===== config.mk =====
export PLATFORM = sky130hd
export DESIGN_NAME = mem_stall_controller
export DESIGN_NICKNAME = d
export VERILOG_FILES = /design/src/rtl/mips_mem_pkg.sv /design/src/rtl/mem_stall_controller_refill_word_counter.sv /design/src/rtl/mem_stall_controller.sv
export SDC_FILE = /design/constraint.sdc
export NUM_CORES = 1
export LEC_CHECK = 0
export CORE_MARGIN = 1
export CORE_UTILIZATION = 34
export DETAILED_ROUTE_END_ITERATION = 6
export PLACE_DENSITY = 0.77
export SYNTH_ARGS = -nofsm -noshare
export SYNTH_HDL_FRONTEND = slang
export SYNTH_SLANG_ARGS = --single-unit

===== constraint.sdc =====
create_clock -name clock -period 1.75 [get_ports clock]
set_input_delay 0.4375 -clock clock [delete_from_list [all_inputs] [get_ports clock]]
set_output_delay 0.4375 -clock clock [all_outputs]
set_load 0.02 [all_outputs]

===== src/rtl/mips_mem_pkg.sv =====
// Shared constants and the state type for the MEM-stage stall controller.
// Defines the default block geometry and the controller's FSM encoding.
package mips_mem_pkg;

  localparam int BLOCK_WORDS_DEF = 4;
  localparam int WORD_OFF_W      = $clog2(BLOCK_WORDS_DEF);
  localparam int BYTE_OFF_W      = 2;

  typedef enum logic [1:0] {
    IDLE   = 2'd0,
    REFILL = 2'd1,
    WRITE  = 2'd2,
    DONE   = 2'd3
  } memState_e;

endpackage


===== src/rtl/mem_stall_controller_refill_word_counter.sv =====
// Word index within the cache block being refilled.
// Cleared while idle, advanced once per accepted refill word, flags the final word.
module refill_word_counter
  import mips_mem_pkg::*;
#(
  parameter int BLOCK_WORDS = BLOCK_WORDS_DEF,
  parameter int IDX_W       = $clog2(BLOCK_WORDS)
) (
  input  logic             clock,
  input  logic             reset_n,
  input  logic             clear,
  input  logic             inc,
  output logic [IDX_W-1:0] idx,
  output logic             lastWord
);

  // NOTE: sequential state is updated with <= so every flop samples pre-edge values.
  always_ff @(posedge clock) begin
    if (!reset_n) begin
      idx <= '0;
    end else if (clear) begin
      idx <= '0;
    end else if (inc) begin
      // Power-of-two block size: the index wraps to 0 after the last word.
      idx <= idx + IDX_W'(1);
    end
  end

  assign lastWord = (idx == IDX_W'(BLOCK_WORDS - 1));

endmodule


===== src/rtl/mem_stall_controller.sv =====
// MEM-stage sequencer around the data cache: stalls on read misses (block refill)
// and on write-through stores, and counts read misses with saturation.
module mem_stall_controller
  import mips_mem_pkg::*;
#(
  parameter int BLOCK_WORDS = BLOCK_WORDS_DEF,
  parameter int ADDR_W      = 32,
  parameter int CNT_W       = 16,
  localparam int IDX_W      = $clog2(BLOCK_WORDS)
) (
  input  logic              clock,
  input  logic              reset_n,
  input  logic              mem_read,
  input  logic              mem_write,
  input  logic [ADDR_W-1:0] mem_addr,
  input  logic              cache_hit,
  output logic              hit,
  output logic              bus_req,
  output logic              bus_we,
  output logic [ADDR_W-1:0] bus_addr,
  input  logic              bus_ack,
  output logic              refill_we,
  output logic [IDX_W-1:0]  refill_idx,
  output logic [CNT_W-1:0]  miss_count
);

  localparam logic [CNT_W-1:0] MISS_MAX = {CNT_W{1'b1}};

  memState_e         state;
  logic [IDX_W-1:0]  idx;
  logic              lastWord;
  logic              reqAccepted;
  logic [ADDR_W-1:0] wordAddr;
  logic [ADDR_W-1:0] blockAddr;

  assign reqAccepted = bus_req && bus_ack;

  refill_word_counter #(
    .BLOCK_WORDS(BLOCK_WORDS),
    .IDX_W      (IDX_W)
  ) u_wordCounter (
    .clock   (clock),
    .reset_n (reset_n),
    .clear   (state == IDLE),
    .inc     ((state == REFILL) && reqAccepted),
    .idx     (idx),
    .lastWord(lastWord)
  );

  // mem_addr is held by the stalled EX/MEM register, so these stay stable during a request.
  assign wordAddr  = mem_addr & ~ADDR_W'(3);
  assign blockAddr = {wordAddr[ADDR_W-1:IDX_W+BYTE_OFF_W], idx, 2'b00};
  assign bus_addr  = bus_we ? wordAddr : blockAddr;

  // NOTE: a default assignment ahead of the case keeps this purely combinational (no latch).
  always_comb begin
    hit = 1'b0;
    unique case (state)
      IDLE:    hit = !mem_write && (!mem_read || cache_hit);
      DONE:    hit = 1'b1;
      default: hit = 1'b0;
    endcase
  end

  always_ff @(posedge clock) begin
    if (!reset_n) begin
      state      <= IDLE;
      bus_req    <= 1'b0;
      bus_we     <= 1'b0;
      refill_we  <= 1'b0;
      refill_idx <= '0;
      miss_count <= '0;
    end else begin
      refill_we <= 1'b0;
      unique case (state)
        IDLE: begin
          if (mem_write) begin
            state   <= WRITE;
            bus_req <= 1'b1;
            bus_we  <= 1'b1;
          end else if (mem_read && !cache_hit) begin
            state   <= REFILL;
            bus_req <= 1'b1;
            bus_we  <= 1'b0;
            if (miss_count != MISS_MAX) begin
              miss_count <= miss_count + CNT_W'(1);
            end
          end
        end
        REFILL: begin
          // bus_req stays high across words so the next word issues without a gap.
          if (reqAccepted) begin
            refill_we  <= 1'b1;
            refill_idx <= idx;
            if (lastWord) begin
              state   <= DONE;
              bus_req <= 1'b0;
            end
          end
        end
        WRITE: begin
          if (reqAccepted) begin
            state   <= DONE;
            bus_req <= 1'b0;
            bus_we  <= 1'b0;
          end
        end
        DONE: begin
          state <= IDLE;
        end
        default: begin
          state <= IDLE;
        end
      endcase
    end
  end

endmodule

Word level (Yosys, flattened, before mapping). Cells that the tools add are included.

Bits in registers: 25. Bits of input ports: 38. Output and inout port bits: 54. Word-level logic and storage cells: 56.

Add/subtract/negate cells: 2. Equality and inequality tests: 9. Mux-type cells: 18. Bitwise operators: 2. Reductions and logical operators: 18.

Operators with widths (count): 16-bit by 1-bit adder with 16-bit output, second input constant (1); 16-bit inequality test, second input constant (1); 2-bit 2-to-1 mux (5); 1-bit 2-to-1 mux (8); 2-bit one-hot mux with 4 select lines (1); 4-bit AND reduction (2); 2-bit equality test, second input constant (3); 2-bit inequality test, second input constant (3); 5-bit AND reduction (1); 1-bit logical AND (4); 4-bit 2-to-1 mux (1); 1-bit one-hot mux with 2 select lines (2); 2-bit AND reduction (2); 1-bit zero test (3); 3-bit inequality test, second input constant (1); 1-bit one-hot mux with 3 select lines (1); 3-bit AND reduction (1); 3-bit nonzero test (1); 2-bit by 1-bit adder with 2-bit output, second input constant (1); 2-bit by 1-bit equality test with 1-bit output, second input constant (1); 2-bit zero test (1); 1-bit NOT (2); 2-bit nonzero test (1); 2-bit OR reduction (1); 1-bit logical OR (1).

Depth between registers and ports, before layout. Gate-level depths: netlist (run 1).

Depth in word-level cells: 5. Depth in mapped cells: 7. Mapped depth without buffers: 6.

Cells and area by module. From an unflattened synthesis (run 1), not the netlist that was laid out.

Cells, all modules: 184. Area total of the unflattened synthesis: 1609.0 um^2.

Modules (own cells, without submodules): mem_stall_controller (times used 1, cells each 176, area each 1524.0 um^2, sequential area each 460.4 um^2); refill_word_counter (times used 1, cells each 8, area each 85.1 um^2, sequential area each 40.0 um^2).

Worst setup path after synthesis (run 1). OpenSTA, ideal clock, no wires.

Path kind: flip-flop to flip-flop. From: register state[0]. To: register miss_count[9]. Arrival: 1.779 ns. Data required time: 1.680 ns. Setup slack: -0.100 ns. Cell stages (with the launch flop): 8. Period minus slack after synthesis: 1.850 ns. Cells stage by stage: dfxtp_1 inv_1 ha_1 and4bb_1 buf_4 nand4_4 or4_1 a21oi_1.

Longest elaborated chain between the ends: 2.

Ends and longest elaborated chain: from (decl) (RTL line mem_stall_controller.sv:29) `memState_e state;`; from (signal assigned) (RTL line mem_stall_controller.sv:67) `state <= IDLE;`; from (signal assigned) (RTL line mem_stall_controller.sv:78) `state <= WRITE;`; from (signal assigned) (RTL line mem_stall_controller.sv:82) `state <= REFILL;`; 2-bit zero test (RTL line mem_stall_controller.sv:75) `unique case (state)`; 4-bit AND reduction (no source line); to (signal assigned) (RTL line mem_stall_controller.sv:86) `miss_count <= miss_count + CNT_W'(1);`; to (decl) (RTL line mem_stall_controller.sv:24) `output logic [CNT_W-1:0] miss_count`.

Every way passes these cells. A chain may end at the register's enable or synchronous reset.

Final worst setup path (run 1).
From: register state[0]. To: output port hit.

Longest elaborated chain between the ends: 2. Elaborated cells between the ends (all ways): 3. Classes of those cells: eq/ne (1); mux (1); reduce/logical (1).

Ends and longest elaborated chain: 2-bit equality test or 2-bit zero test (tied branches) (RTL line mem_stall_controller.sv:58) `unique case (state)`; 1-bit one-hot mux with 2 select lines (*) (RTL line mem_stall_controller.sv:58); to (decl) (RTL line mem_stall_controller.sv:17) `output logic hit,`.

Mark *: on every way between the ends. The rest lies on a longest branch, timed or not.

==> results of run 1 <==
==> report_power, final <==
group / leakage (nW) / internal (mW) / switching (mW) / total, mW
logic: 0.694 / 0.412 / 0.358 / 0.769
clock network: 0.0217 / 0.162 / 0.203 / 0.365
registers: 0.206 / 0.618 / 0.0354 / 0.653
total: 0.921 / 1.19 / 0.596 / 1.79
==> cell usage in the layout, fill, tap and decap left out, types with 3 or more instances in the layout <==
cell,instances
buf_4,26
dfxtp_1,18
dlygate4sd2_1,14
nand2_1,13
nor2_1,10
clkdlybuf4s50_1,10
a21oi_1,9
mux2i_1,9
inv_1,8
dfxtp_2,7
o21ai_0,6
nand3_1,6
nand2b_1,5
ha_1,5
and3_1,3
nand4_1,3
or3_1,3
o31ai_1,3
or4_1,3
clkbuf_8,3
dlymetal6s2s_1,3
==> synthesized netlist by cell type (all sizes together), types with 3 or more instances <==
library cell / count / area [µm²]
dfxtp: 25 / 500
nor2: 10 / 37.5
buf: 31 / 233
nand3: 6 / 30.0
o21ai: 6 / 30.0
ha: 7 / 87.6
or4: 5 / 37.5
mux2i: 9 / 90.1
nand2: 14 / 52.6
nand2b: 5 / 31.3
nand4: 4 / 40.0
or3: 3 / 18.8
o31ai: 5 / 37.5
and3: 3 / 18.8
inv: 10 / 37.5
nor3: 3 / 15.0
a21oi: 11 / 55.1
==> state kept, by name, indices dropped and copies added (netlist names) <==
signal	cells
u_wordCounter.idx	2
bus_we	1
refill_idx	2
refill_we	1
miss_count	16
bus_req	1
state	2
==> final cells by class <==
type | count | area [µm²] | share of cell area, %
inverters | 10 | 37.5 | 1.81
clock inverters | 1 | 7.51 | 0.361
repair buffers | 58 | 498 | 23.9
clock buffers | 3 | 41.3 | 1.99
multi-input cells | 119 | 921 | 44.3
well taps | 52 | 65.1 | 3.13
flip-flops and latches | 25 | 509 | 24.5
==> cells by family after synthesis <==
group                    synth area share [%]
AO/OA/AOI/OAI                            14.6
adder cells (fa/ha/maj)                  5.48
AND/OR/NAND/NOR                          23.5
other                                   0.235
multiplexers                             7.04
flip-flops                               31.3
buffers and inverters                    17.4
XOR/XNOR                                0.548
==> per-layer routing <==
metal	vias up	track usage, %	part of all wire [%]
li1	695	-	-
met1	652	17.9	47
met2	42	21.9	45
met3	12	1.57	6.6
met4	0	7.56	1.9
met5	-	0	0
==> repair_timing <==
action | 4_1_cts | 5_1_grt
cloned | 0 | 0
buffers inserted | 3 | 1
pin swaps | 9 | 5
hold endpoints to repair | 0 | 0
resized for setup | 42 | 14
setup endpoints to repair | 27 | 14
==> worst paths after layout <==
kind / slack, ns / from / end
max: 0.005 / state[0]$_SDFFE_PN0P_ / hit
min: 0.50 / miss_count[6]$_SDFFE_PN0P_ / miss_count[6]$_SDFFE_PN0P_
max reg2reg: 0.02 / state[0]$_SDFFE_PN0P_ / miss_count[7]$_SDFFE_PN0P_
min reg2reg: 0.50 / miss_count[6]$_SDFFE_PN0P_ / miss_count[6]$_SDFFE_PN0P_
==> worst max-delay path, cell delays in order, from the launching register on <==
cell,delay [ns]
dfxtp_2,0.33
inv_2,0.07
ha_4,0.14
nor3b_4,0.19
nor2_1,0.06
nor2_1,0.09
buf_4,0.15
==> impl_metrics.ini, run 1 <==
[detailed_routing]
dr.pass1.iters = 6
wl_mm = 3.47
vias = 1401
drtIter0Drc = 85
via_per_inst = 5.23
drc = 16
wl_per_cell_um = 13.0
ant_nets = 0

[clock_tree]
holdBufCountCts = 0
worst_skew_pair.late_latency_ns = 0.28
path_clk_slew_ns = 0.09
cts_made_buffers = 3
cts_buffer_depth = 2
cts_root_buffer = clkbuf_8
cts_sinks = 25
cts_tree = built
htree_levels = 1

[floorplan]
placementRows = 24
die-height_um = 70.6
initial_utilization_pct = 36.0
die_area_um2 = 4980
core_area_um2 = 4440
die_width_um = 70.6
io_pins = 92

[global_route]
overflow = 0
grt_pass1_wl_mm = 5.55
grt_max_degree = 16
antenna_found_initial = 0
grt_pass1_vias = 1250
grt_util_all_layers_pct = 13.6

[logic_synthesis]
ys.flop_type = dfxtp_1
syn-cell-area_um2 = 1600
yosysUniqueCellTypes = 39
synth-edff-count = 0
yosysWarnings = 0
ys_ff_latch = 25
syn_inst = 186
avgSynthCellArea_um2 = 8.60
async_flop_share_pct = 0
yosysSeqAreaShare_pct = 31.3

[sta]
hold_viol = 0
worst_slack_ns = 0.00547
fin_tns_setup_ns = 0
layout_min_cycle_time_ns = 1.74
worstMarginPinSlew_ns = 0.509
period_share_pct = 99.7
fmax_ghz = 0.573
slew_violations = 0
rsz0062_at_grt = true
slew-limit-headroom_pct = 66.0
setup_viol = 0
finalClockSkew_ns = 0.00179
worst_hold_slack_ns = 0.502

[layout]
stdcell_area_um2 = 2080
syn2layout_area_growth_pct = 30.0
nets = 262
fill_cells = 420
drive_above_1_share_pct = 29.6
diodes = 0
fin_util_pct = 46.8
fin_cells = 268

[run_status]
violations = DRC
status = finished, violations left

[place]
portBuffers = 31
placed_area_um2 = 1930
hpwl_mm = 2.48
place.gp.congestion = 0.791
pre_cts_slack_ns = -0.737
placed_cells = 260

[setup_path]
critical_path_arrival_ns = 1.31
reg2regPathDepth = 7
cp_max_fo = 2
cp-start-kind = flop
required_ns = 1.31
endpoint_kind = output pin
worstSetupPathType = reg -> out

[power_and_ir_drop]
p_leak_nw = 0.921
cellPowerDensity_nw_per_um2 = 860
vdd_ir_drop_max_v = 0.000424
finalPower_mw = 1.79

[run]
drv_cap = 0

[worst_hold_path]
whs_path_depth = 2
min_path_type = reg -> reg
Note: power is estimated with default switching activity, not from simulation.
==> inputs of run 2 (changes only) <==
--- a/config.mk
+++ b/config.mk
@@ -5,6 +5,7 @@
 export SDC_FILE = /design/constraint.sdc
 export NUM_CORES = 1
 export LEC_CHECK = 0
+export CAP_MARGIN = 15
 export CORE_MARGIN = 1
 export CORE_UTILIZATION = 34
 export DETAILED_ROUTE_END_ITERATION = 6
==> constraint.sdc (replaced) <==
create_clock -name clock -period 1.75 [get_ports clock]
set_input_delay 0.35 -clock clock [delete_from_list [all_inputs] [get_ports clock]]
set_output_delay 0.35 -clock clock [all_outputs]
set_load 0.02 [all_outputs]
==> run 2 against run 1 <==
Effect of this change:
- the flow still finishes with violations (DRC)
- utilization stayed put
- combinational power hardly changed
- hold slack about the same
- sequential share of layout area is 0.060 points higher
- fmax is essentially flat
- global-route usage up 0.80 points
- via count is 0.43% higher
- critical path type is now reg -> reg
- largest cell class unchanged
- largest power group unchanged
==> impl_metrics.ini, run 2 (synthesized netlist as in run 1, its figures left out) <==
[power_and_ir_drop]
swShare_pct = 33.2
power.share.combinational_pct = 43.2
cellPowerDensity_nw_per_um2 = 858
p_seq_share_pct = 36.8
power_frac_clock_pct = 19.9
p_leak_nw = 0.970
netSwitchingPower_mw = 0.593
vdd_ir_drop_max_v = 0.000349
intPower_mw = 1.19

[layout]
diodes = 0
stdcell_area_um2 = 2080
nets = 260
fill_cells = 423
syn2layout_area_growth_pct = 30.0
largest_reg_flops = 16
drive_above_1_share_pct = 26.6
largest_register = miss_count
final_cell_mix = buf_4, clkdlybuf4s50_1, dfxtp_1
final_common_cell = buf_4
fin_util_pct = 46.8

[clock_tree]
cts_made_buffers = 3
cts_tree = built
holdBufCountCts = 0
cts_sinks = 25
htree_levels = 1
path_clk_slew_ns = 0.09
worst_skew_pair.late_latency_ns = 0.28
cts_buffer_depth = 2
cts_root_buffer = clkbuf_8

[sta]
rsz0062_at_grt = true
layout_min_cycle_time_ns = 1.74
period_share_pct = 99.7
setup_viol = 0
fin_tns_setup_ns = 0
worst_hold_slack_ns = 0.502
slew_violations = 0
worst_slack_ns = 0.00580
fmax_ghz = 0.573
hold_viol = 0
finalClockSkew_ns = 0.00904

[floorplan]
die_area_um2 = 4980
die-height_um = 70.6
die_width_um = 70.6
placementRows = 24
core_area_um2 = 4440
initial_utilization_pct = 36.0
io_pins = 92

[setup_path]
required_ns = 1.95
critical_path_arrival_ns = 1.95
cp_max_fo = 8
cp-start-kind = flop
endpoint_kind = flop
critPathMaxStageDelay_ns = 0.49
slowest_stage = or4_1
worstSetupPathType = reg -> reg
path_cells = inv_2 > ha_4 > buf_6 > and4bb_4 > nand4_4 > or4_1 > a21oi_1

[place]
hpwl_mm = 2.49
placed_area_um2 = 1920
place.gp.congestion = 0.797
portBuffers = 31
pre_cts_slack_ns = -0.577

[global_route]
grt_pass1_vias = 1304
overflow = 0
grt_util_all_layers_pct = 14.4
grt_pass1_wl_mm = 5.82
grt_max_degree = 16
antenna_found_initial = 0

[detailed_routing]
ant_nets = 0
dr.pass1.iters = 7
wl_per_cell_um = 13.2
drtIter0Drc = 70
drc = 16
wl_mm = 3.51
via_per_inst = 5.29
vias = 1407

[run_status]
status = finished, violations left
violations = DRC

[worst_hold_path]
min_path_type = reg -> reg

[run]
drv_cap = 0
run 2: cell types whose count changed in the layout (fill, tap and decap cells not counted), sizes merged:
| cell | delta |
|---|---|
| buf | -4 |
| clkdlybuf4s50 | +8 |
| clkinvlp | -1 |
| dlymetal6s2s | +6 |
| dlygate4sd2 | -11 |
| clkdlybuf4s15 | -1 |
| clkinv | +1 |
run 2: through the flow:
step | cells | total power [mW]
global placement | 259 | 1.32
detailed placement | 259 | 1.34
floorplan | 187 | 1.17
finish | 266 | 1.78
CTS | 265 | 1.74
global route | 266 | 1.90
run 2: critical path: cells and delay by family (launching register included):
family	cells	cell delay (ns)
compound gates	1	0.12
fa+ha+maj	1	0.15
buf+inv	2	0.16
flops	1	0.33
simple gates	3	0.91
run 2: final timing paths:
check / from / endpoint / slack, ns / depth (start not counted)
hold reg to reg: miss_count[6]$_SDFFE_PN0P_ / miss_count[6]$_SDFFE_PN0P_ / 0.50 / 2
setup reg to reg: state[1]$_SDFFE_PN0P_ / miss_count[7]$_SDFFE_PN0P_ / 0.006 / 7
setup / recovery: state[1]$_SDFFE_PN0P_ / miss_count[7]$_SDFFE_PN0P_ / 0.006 / 7
hold / removal: miss_count[6]$_SDFFE_PN0P_ / miss_count[6]$_SDFFE_PN0P_ / 0.50 / 2
run 2: cell type report:
cell class | instances | area, µm² | area share (%)
Clock inverter | 1 | 5.00 | 0.241
Clock buffer | 3 | 41.3 | 1.99
Tap cell | 52 | 65.1 | 3.13
Sequential cell | 25 | 510 | 24.5
Timing Repair Buffer | 56 | 518 | 24.9
Multi-Input combinational cell | 119 | 902 | 43.4
Inverter | 10 | 37.5 | 1.81
run 2: power groups by stage:
stage	clock network (mW)	registers, mW	logic [mW]
after global routing	0.393	0.664	0.844
after global placement	0	0.663	0.661
after CTS	0.361	0.656	0.727
final	0.355	0.657	0.771
after floorplan	0	0.702	0.468
after detailed placement	0	0.664	0.679
run 2: repair_timing:
item | 4_1_cts | 5_1_grt
setup endpoints to repair | 15 | 18
pin swaps | 6 | 4
setup buffers | 2 | 1
gates resized for setup | 19 | 18
run 2: layer usage:
layer	GRT usage (%)	vias up	wire length (µm)
met5	0	-	0
met4	7.56	0	73
met3	2.28	12	178
met2	22.9	36	1660
met1	19.0	661	1610
li1	-	698	-
==> inputs of run 3 (changes only) <==
--- a/config.mk
+++ b/config.mk
@@ -9,7 +9,7 @@
 export CORE_MARGIN = 1
 export CORE_UTILIZATION = 34
 export DETAILED_ROUTE_END_ITERATION = 6
-export PLACE_DENSITY = 0.77
+export PLACE_DENSITY = 0.76
 export SYNTH_ARGS = -nofsm -noshare
 export SYNTH_HDL_FRONTEND = slang
 export SYNTH_SLANG_ARGS = --single-unit
==> run 3 against run 2 <==
Effect of this change:
- register-to-register slack about the same
- hold slack improved by 0.0047 ns
- sequential share of layout area increased by 0.39 points
- utilization decreased by 0.84 points
- worst setup slack improved by 0.0098 ns
- routed wire length decreased by 5.2%
- critical path depth increased by 1
- largest cell class unchanged
- fmax increased by 0.56%
- the flow still finishes with violations (DRC)
- via count decreased by 5.3%
- die area unchanged
- clock skew decreased by 0.0072 ns
- first-iteration DRC count increased by 43%
==> impl_metrics.ini, run 3 (synthesized netlist as in run 1, its figures left out) <==
[run_status]
status = finished, violations left
violations = DRC

[layout]
diodes = 0
stdcell_area_um2 = 2040
largest_register = miss_count
final_cell_mix = clkdlybuf4s50_1, buf_4, dfxtp_1
seqCellArea_um2 = 509
fin_cells = 263
fill_cells = 444
drive_above_1_share_pct = 24.2
multiInputGateArea_um2 = 896
syn2layout_area_growth_pct = 27.7
final_common_cell = clkdlybuf4s50_1
largest_reg_flops = 16
nets = 257

[setup_path]
critPathMaxStageDelay_ns = 0.33
cp_max_fo = 7
endpoint_kind = flop
critical_path_arrival_ns = 1.93
r2r_setup_slack_ns = 0.02
r2r_end = miss_count[5]$_SDFFE_PN0P_
reg2regPathDepth = 8
crit_family = simple AND/OR/NAND/NOR gates
worstSetupPathType = reg -> reg
required_ns = 1.95
slowest_stage = dfxtp_2
reg2reg_from = state[0]$_SDFFE_PN0P_
cp_num_buf_inv = 3
critPathMostFrequentCell = buf_6
path_cells = inv_2 > ha_4 > buf_6 > and4bb_4 > nand4_4 > buf_6 > or3_4 > a21oi_2
cp-start-kind = flop

[worst_hold_path]
min_path_type = reg -> reg
hp-start = miss_count[14]$_SDFFE_PN0P_
holdPathEnd = miss_count[14]$_SDFFE_PN0P_
whs_path_depth = 2

[global_route]
grt_pass1_vias = 1261
overflow = 0
grt_pass1_wl_mm = 5.62
antenna_found_initial = 0
grt_util_all_layers_pct = 13.8
grt_max_degree = 16

[detailed_routing]
drc = 18
drtIter0Drc = 100
wl_mm = 3.33
ant_nets = 0
via_per_inst = 5.06
vias = 1332
wl_per_cell_um = 12.7
dr.pass1.iters = 7

[clock_tree]
worst_skew_pair.late_latency_ns = 0.27
htree_levels = 1
cts_made_buffers = 3
path_clk_slew_ns = 0.09
cts_root_buffer = clkbuf_8
cts_tree = built
cts_sinks = 25
cts_buffer_depth = 2

[place]
placed_area_um2 = 1910
placed_cells = 258
place.gp.congestion = 0.765
hpwl_mm = 2.39
portBuffers = 31
pre_cts_slack_ns = -0.574

[sta]
finalClockSkew_ns = 0.00184
slew_violations = 0
rsz0062_at_grt = true
worst_slack_ns = 0.0156
fin_tns_setup_ns = 0
hold_viol = 0
period_share_pct = 99.1
layout_min_cycle_time_ns = 1.73
setup_viol = 0
fmax_ghz = 0.577

[floorplan]
die-height_um = 70.6
placementRows = 24
die_width_um = 70.6
core_area_um2 = 4440
initial_utilization_pct = 36.0
die_area_um2 = 4980
io_pins = 92

[power_and_ir_drop]
cellPowerDensity_nw_per_um2 = 833
vdd_ir_drop_max_v = 0.000444
p_leak_nw = 0.890

[run]
drv_cap = 0
-- run 3: worst max-delay path by stage --
stage	cells after the start	end	from	slack, ns
2_1_floorplan	4	miss_count[15]$_SDFFE_PN0P_	miss_count[7]$_SDFFE_PN0P_	-0.03
3_3_place_gp	6	hit	mem_read	-0.57
3_5_place_dp	6	hit	mem_read	-0.57
4_1_cts	6	hit	mem_read	-0.04
5_1_grt	6	hit	state[0]$_SDFFE_PN0P_	-0.05
6_report	8	miss_count[5]$_SDFFE_PN0P_	state[0]$_SDFFE_PN0P_	0.02
-- run 3: per-stage QoR --
stage	hold slack [ns]	utilization [%]	power, mW
CTS	0.511	44.5	1.69
global placement	0.483	43.1	1.34
detailed placement	0.495	43.1	1.35
finish	0.507	45.9	1.70
floorplan	0.466	-	1.17
global route	0.534	45.9	1.82
-- run 3: what timing repair did --
| item | CTS | global route |
|---|---|---|
| gates resized for setup | 16 | 16 |
| pin swaps | 7 | 7 |
| hold buffers | 0 | 0 |
| buffers inserted | 1 | 0 |
| endpoints found under the setup margin | 12 | 15 |
-- run 3: worst reg2reg max path, stage by stage (launching register included) --
cell and delay (ns):
dfxtp_2 0.33, inv_2 0.07, ha_4 0.14, buf_6 0.09, and4bb_4 0.29, nand4_4 0.16, buf_6 0.16, or3_4 0.32
a21oi_2 0.13
-- run 3: area by class of cell --
class	instances	share of cell area [%]
timing repair buffer	53	24.0
multi-input combinational	119	43.9
sequential	25	24.9
inverter	10	1.84
tap	52	3.19
clock buffer	4	2.21
-- run 3: power breakdown --
part / internal [mW] / leakage [nW] / switching (mW)
registers: 0.617 / 0.206 / 0.0362
clock network: 0.163 / 0.0228 / 0.181
logic: 0.359 / 0.662 / 0.344
total: 1.14 / 0.890 / 0.561
-- run 3: layer usage --
| layer | share of wire, % | track usage [%] | vias to the layer above |
|---|---|---|---|
| met4 | 0.60 | 5.11 | 0 |
| li1 | - | - | 685 |
| met2 | 45 | 22.5 | 32 |
| met5 | 0 | 0 | - |
| met3 | 5.0 | 2.85 | 2 |
| met1 | 49 | 18.0 | 613 |
==> RTL change 1, RTL diff (flow settings as in run 3) <==
The parameter `ADDR_W` goes from 32 to 40.
--- a/src/rtl/mem_stall_controller.sv
+++ b/src/rtl/mem_stall_controller.sv
@@ -6,3 +6,3 @@
   parameter int BLOCK_WORDS = BLOCK_WORDS_DEF,
-  parameter int ADDR_W      = 32,
+  parameter int ADDR_W      = 40,
   parameter int CNT_W       = 16,
Ports: changed (resized bus_addr and mem_addr); port bits go from 92 to 108. The function was not compared with the original's and may differ.
==> RTL change 1 against run 3 <==
  * The flow finishes with violations (setup timing)
  * Clock skew rose by 0.0049 ns
  * Area after synthesis rose by 3.8%
  * Non-clock buffer count rose by 5
  * Routed wire length rose by 13%
  * Sequential cell count did not move
  * Worst setup slack got worse by 0.024 ns
  * Total power rose by 5.1%
  * Final area rose by 4.1%
  * Largest cell class unchanged
==> RTL change 1: results <==
group,metric,value,unit
status,status,"finished, violations left",
status,violations,"setup timing",
placed_design,port_buffers,31,
worst_hold_path,hp-start,"miss_count[6]$_SDFFE_PN0P_",
setup_path,crit_fanout,3,
setup_path,reg2reg_to,"miss_count[10]$_SDFFE_PN0P_",
global_routing,track_usage,14.3,%
drt,vias,1409,
synthesis,synthAdderAreaFrac,5.28,%
sta,skew,0.00678,ns
synthesis,synthTopCellsByArea,"dfxtp_1, buf_4, mux2i_1",
cts,h-tree-depth,1,
finish,nets,270,
sta,finalSetupViolCount,1,
placed_design,place_inst,275,
finish,largest_reg_flops,16,
setup_path,crit_family,"simple AND/OR/NAND/NOR gates",
synthesis,avgSynthCellArea,8.55,um^2
drt,wl,3.76,mm
synthesis,synthMuxAreaShare,6.79,%
global_routing,grt_first_pass_wirelength,5.84,mm
synthesis,synth_xor_xnor_area_share,0.528,%
power,power.leakage,0.898,nW
sta,fin_ws,-0.00821,ns
drt,first_pass_iters,4,
setup_path,rr_startpoint,"state[1]$_SDFFE_PN0P_",
synthesis,ys_seq_area_share,30.2,%
drt,wl_per_cell,13.3,um
synthesis,synth_compound_area_share,14.0,%
power,max-vdd-ir-drop,0.487,mV
synthesis,synth_commonest_cells,"buf_4, dfxtp_1, nand2_1",
placed_design,place.gp.congestion,0.742,
placed_design,dpl.hpwl,2.61,mm
setup_path,cp_data_arrival_time,1.41,ns
drt,drt_iter0_markers,92,
synthesis,synth.distinct_cells,39,
setup_path,r2r.worst_path.cells,8,
sta,setup_tns,-0.00821,ns
finish,drive_above_1_share,28.2,%
global_routing,grt_pass1_vias,1292,
setup_path,critPathCapture,"hit",
worst_hold_path,hold_end,"miss_count[6]$_SDFFE_PN0P_",
[RTL change 1: layer usage]
layer | track usage (%) | vias to the layer above | routed length [um]
li1 | - | 691 | -
met1 | 18.3 | 662 | 1680
met2 | 22.9 | 44 | 1800
met3 | 1.27 | 12 | 185
met4 | 9.37 | 0 | 92
met5 | 0 | - | 0
[RTL change 1: kinds of logic after synthesis]
kind of cell / after synthesis
DFF: 25
other: 1
muxes: 11
xor gates and xnor gates: 1
buffers and inverters: 51
adders and majority gates: 7
and+or+nand+nor: 65
AOI/OAI and AO/OA: 33
[RTL change 1: final cells by class]
type	instances	area, um^2
Clock buffer	4	45.0
Fill cell	453	2600
Inverter	10	37.5
Multi-Input combinational cell	119	925
Sequential cell	25	508
Tap cell	67	83.8
Timing Repair Buffer	58	527
[RTL change 1: tightest hold or removal path, delay by kind of cell (launching register included)]
| family | cells | cell delay [ns] |
|---|---|---|
| AOI/OAI and AO/OA | 2 | 0.12 |
| DFF | 1 | 0.35 |
[RTL change 1: power breakdown]
group / internal [mW] / total (mW) / switching [mW]
sequential: 0.616 / 0.657 / 0.0408
combinational: 0.412 / 0.773 / 0.361
clock: 0.163 / 0.358 / 0.194
[RTL change 1: metrics by stage]
stage / setup WS, ns / hold WS (ns) / instance area (um^2)
CTS: -0.0748 / 0.503 / 2040
global route: -0.0649 / 0.535 / 2130
detailed placement: -0.594 / 0.488 / 1950
global placement: -0.589 / 0.481 / 1950
finish: -0.00821 / 0.507 / 2130
floorplan: -0.0290 / 0.466 / 1690
[RTL change 1: what timing repair did]
action | in CTS | in global routing
buffers inserted | 2 | 2
pin swaps | 5 | 7
endpoints found under the setup margin | 15 | 13
hold buffers | 0 | 0
resized for setup | 20 | 17
==> RTL change 2, RTL diff (config.mk and constraints of run 3) <==
Without the edit above. Make the reset (`reset_n`) asynchronous in 2 clocked blocks.
--- a/src/rtl/mem_stall_controller_refill_word_counter.sv
+++ b/src/rtl/mem_stall_controller_refill_word_counter.sv
@@ -17,3 +17,3 @@
   // NOTE: sequential state is updated with <= so every flop samples pre-edge values.
-  always_ff @(posedge clock) begin
+  always_ff @(posedge clock or negedge reset_n) begin
     if (!reset_n) begin
--- a/src/rtl/mem_stall_controller.sv
+++ b/src/rtl/mem_stall_controller.sv
@@ -64,3 +64,3 @@
 
-  always_ff @(posedge clock) begin
+  always_ff @(posedge clock or negedge reset_n) begin
     if (!reset_n) begin
Check against the original RTL: differs if reset_n is asserted again (counterexample within 4 cycles, from zero or initial values and one cycle with reset_n low); with reset_n held inactive, the same outputs for 10 cycles.
==> RTL change 2 against run 3 <==
  * Final area shrank 2.0%
  * Total power increased by 36%
  * Worst setup slack improved by 0.019 ns
  * Sequential cell count is the same
  * Die area down 0.69%
  * Area after synthesis is 0.70% lower
  * Routed wire length is 7.8% lower
  * First-iteration DRC count fell by 39%
  * Critical path type is now primary input to primary output
==> RTL change 2: results <==
group,metric,value,unit
status,status,"finished, final reports clean",
setup_path,critPathCapture,"hit",
synthesis,synth-async-reset-ratio,100,%
drt,wl_per_cell,13.4,um
finish,multi_input_area,763,um^2
placed_design,pre_cts_slack,-0.427,ns
synthesis,ys.flop_type,"dfrtp_1",
drt,wl_met2,1.60,mm
global_routing,grt_max_degree,26,
synthesis,synthTopCellsByArea,"dfrtp_1, buf_4, xor2_1",
global_routing,track_usage,13.3,%
placed_design,place_inst,225,
setup_path,r2r_slack,0.09,ns
drt,drt-met1-wl,1.30,mm
synthesis,synth_xor_xnor_area_share,8.83,%
synthesis,ys_seq_area_share,39.4,%
sta,post-route-period-util,98.0,%
power,max-vdd-ir-drop,0.461,mV
finish,drive_above_1_share,25.4,%
synthesis,synth_compound_area_share,2.76,%
placed_design,placed_area,1890,um^2
global_routing,grt.met3_usage,2.02,%
synthesis,syn_inst,151,
setup_path,crit_fanout,2,
drt,wl_met3,131,um
worst_hold_path,hp-class,"primary input to asynchronous set/reset pin",
power,power.leakage,1.13,nW
setup_path,r2r.worst_path.cells,7,
setup_path,worst_path_largest_cell_delay,0.48,ns
setup_path,crit_family,"buffers and inverters",
global_routing,use_met2,22.9,%
finish,nets,224,
cts,postCtsSetupBuffers,0,
setup_path,startpoint,"cache_hit",
sta,skew,0.000887,ns
drt,first_pass_iters,4,
drt,vias,1098,
placed_design,dpl.hpwl,2.35,mm
setup_path,reg2reg_to,"miss_count[15]$_DFFE_PN0P_",
placed_design,place.gp.congestion,0.797,
-- RTL change 2: cell types whose count changed in the layout (fill, tap and decap cells not counted), sizes merged, moves of 4 or more --
cell	delta
clkdlybuf4s50	-4
xor2	+14
dfxtp	-25
o31ai	-5
or4	-5
o21ai	-4
nor2	-4
nand2	-7
nand2b	-4
dfrtp	+25
a21oi	-10
-- RTL change 2: cells by family after synthesis --
| family | Yosys count |
|---|---|
| and+or+nand+nor | 45 |
| adders and majority gates | 8 |
| xor gates and xnor gates | 16 |
| DFF | 25 |
| AOI/OAI and AO/OA | 7 |
| buffers and inverters | 38 |
| muxes | 11 |
| other | 1 |
-- RTL change 2: power breakdown --
| group | leakage [nW] | total, mW | switching [mW] | internal (mW) |
|---|---|---|---|---|
| combinational | 0.773 | 1.17 | 0.557 | 0.608 |
| clock | 0.0228 | 0.336 | 0.174 | 0.162 |
| sequential | 0.335 | 0.806 | 0.103 | 0.703 |
-- RTL change 2: final cells by class --
| type | instances | area share, % |
|---|---|---|
| clock buffers | 4 | 2.25 |
| flip-flops and latches | 25 | 31.3 |
| inverters | 7 | 1.31 |
| repair buffers | 52 | 23.8 |
| well taps | 52 | 3.25 |
| multi-input cells | 89 | 38.1 |
-- RTL change 2: worst min-delay path by stage --
stage	start	endpoint	slack [ns]	cells past startpoint
after floorplan	reset_n	bus_req$_DFFE_PN0P_	0.05	0
after global placement	miss_count[15]$_DFFE_PN0P_	miss_count[15]$_DFFE_PN0P_	0.48	1
after detailed placement	miss_count[15]$_DFFE_PN0P_	miss_count[15]$_DFFE_PN0P_	0.48	1
after CTS	reset_n	refill_we$_DFF_PN0_	0.45	2
after global routing	reset_n	miss_count[15]$_DFFE_PN0P_	0.47	2
final	reset_n	refill_we$_DFF_PN0_	0.44	2
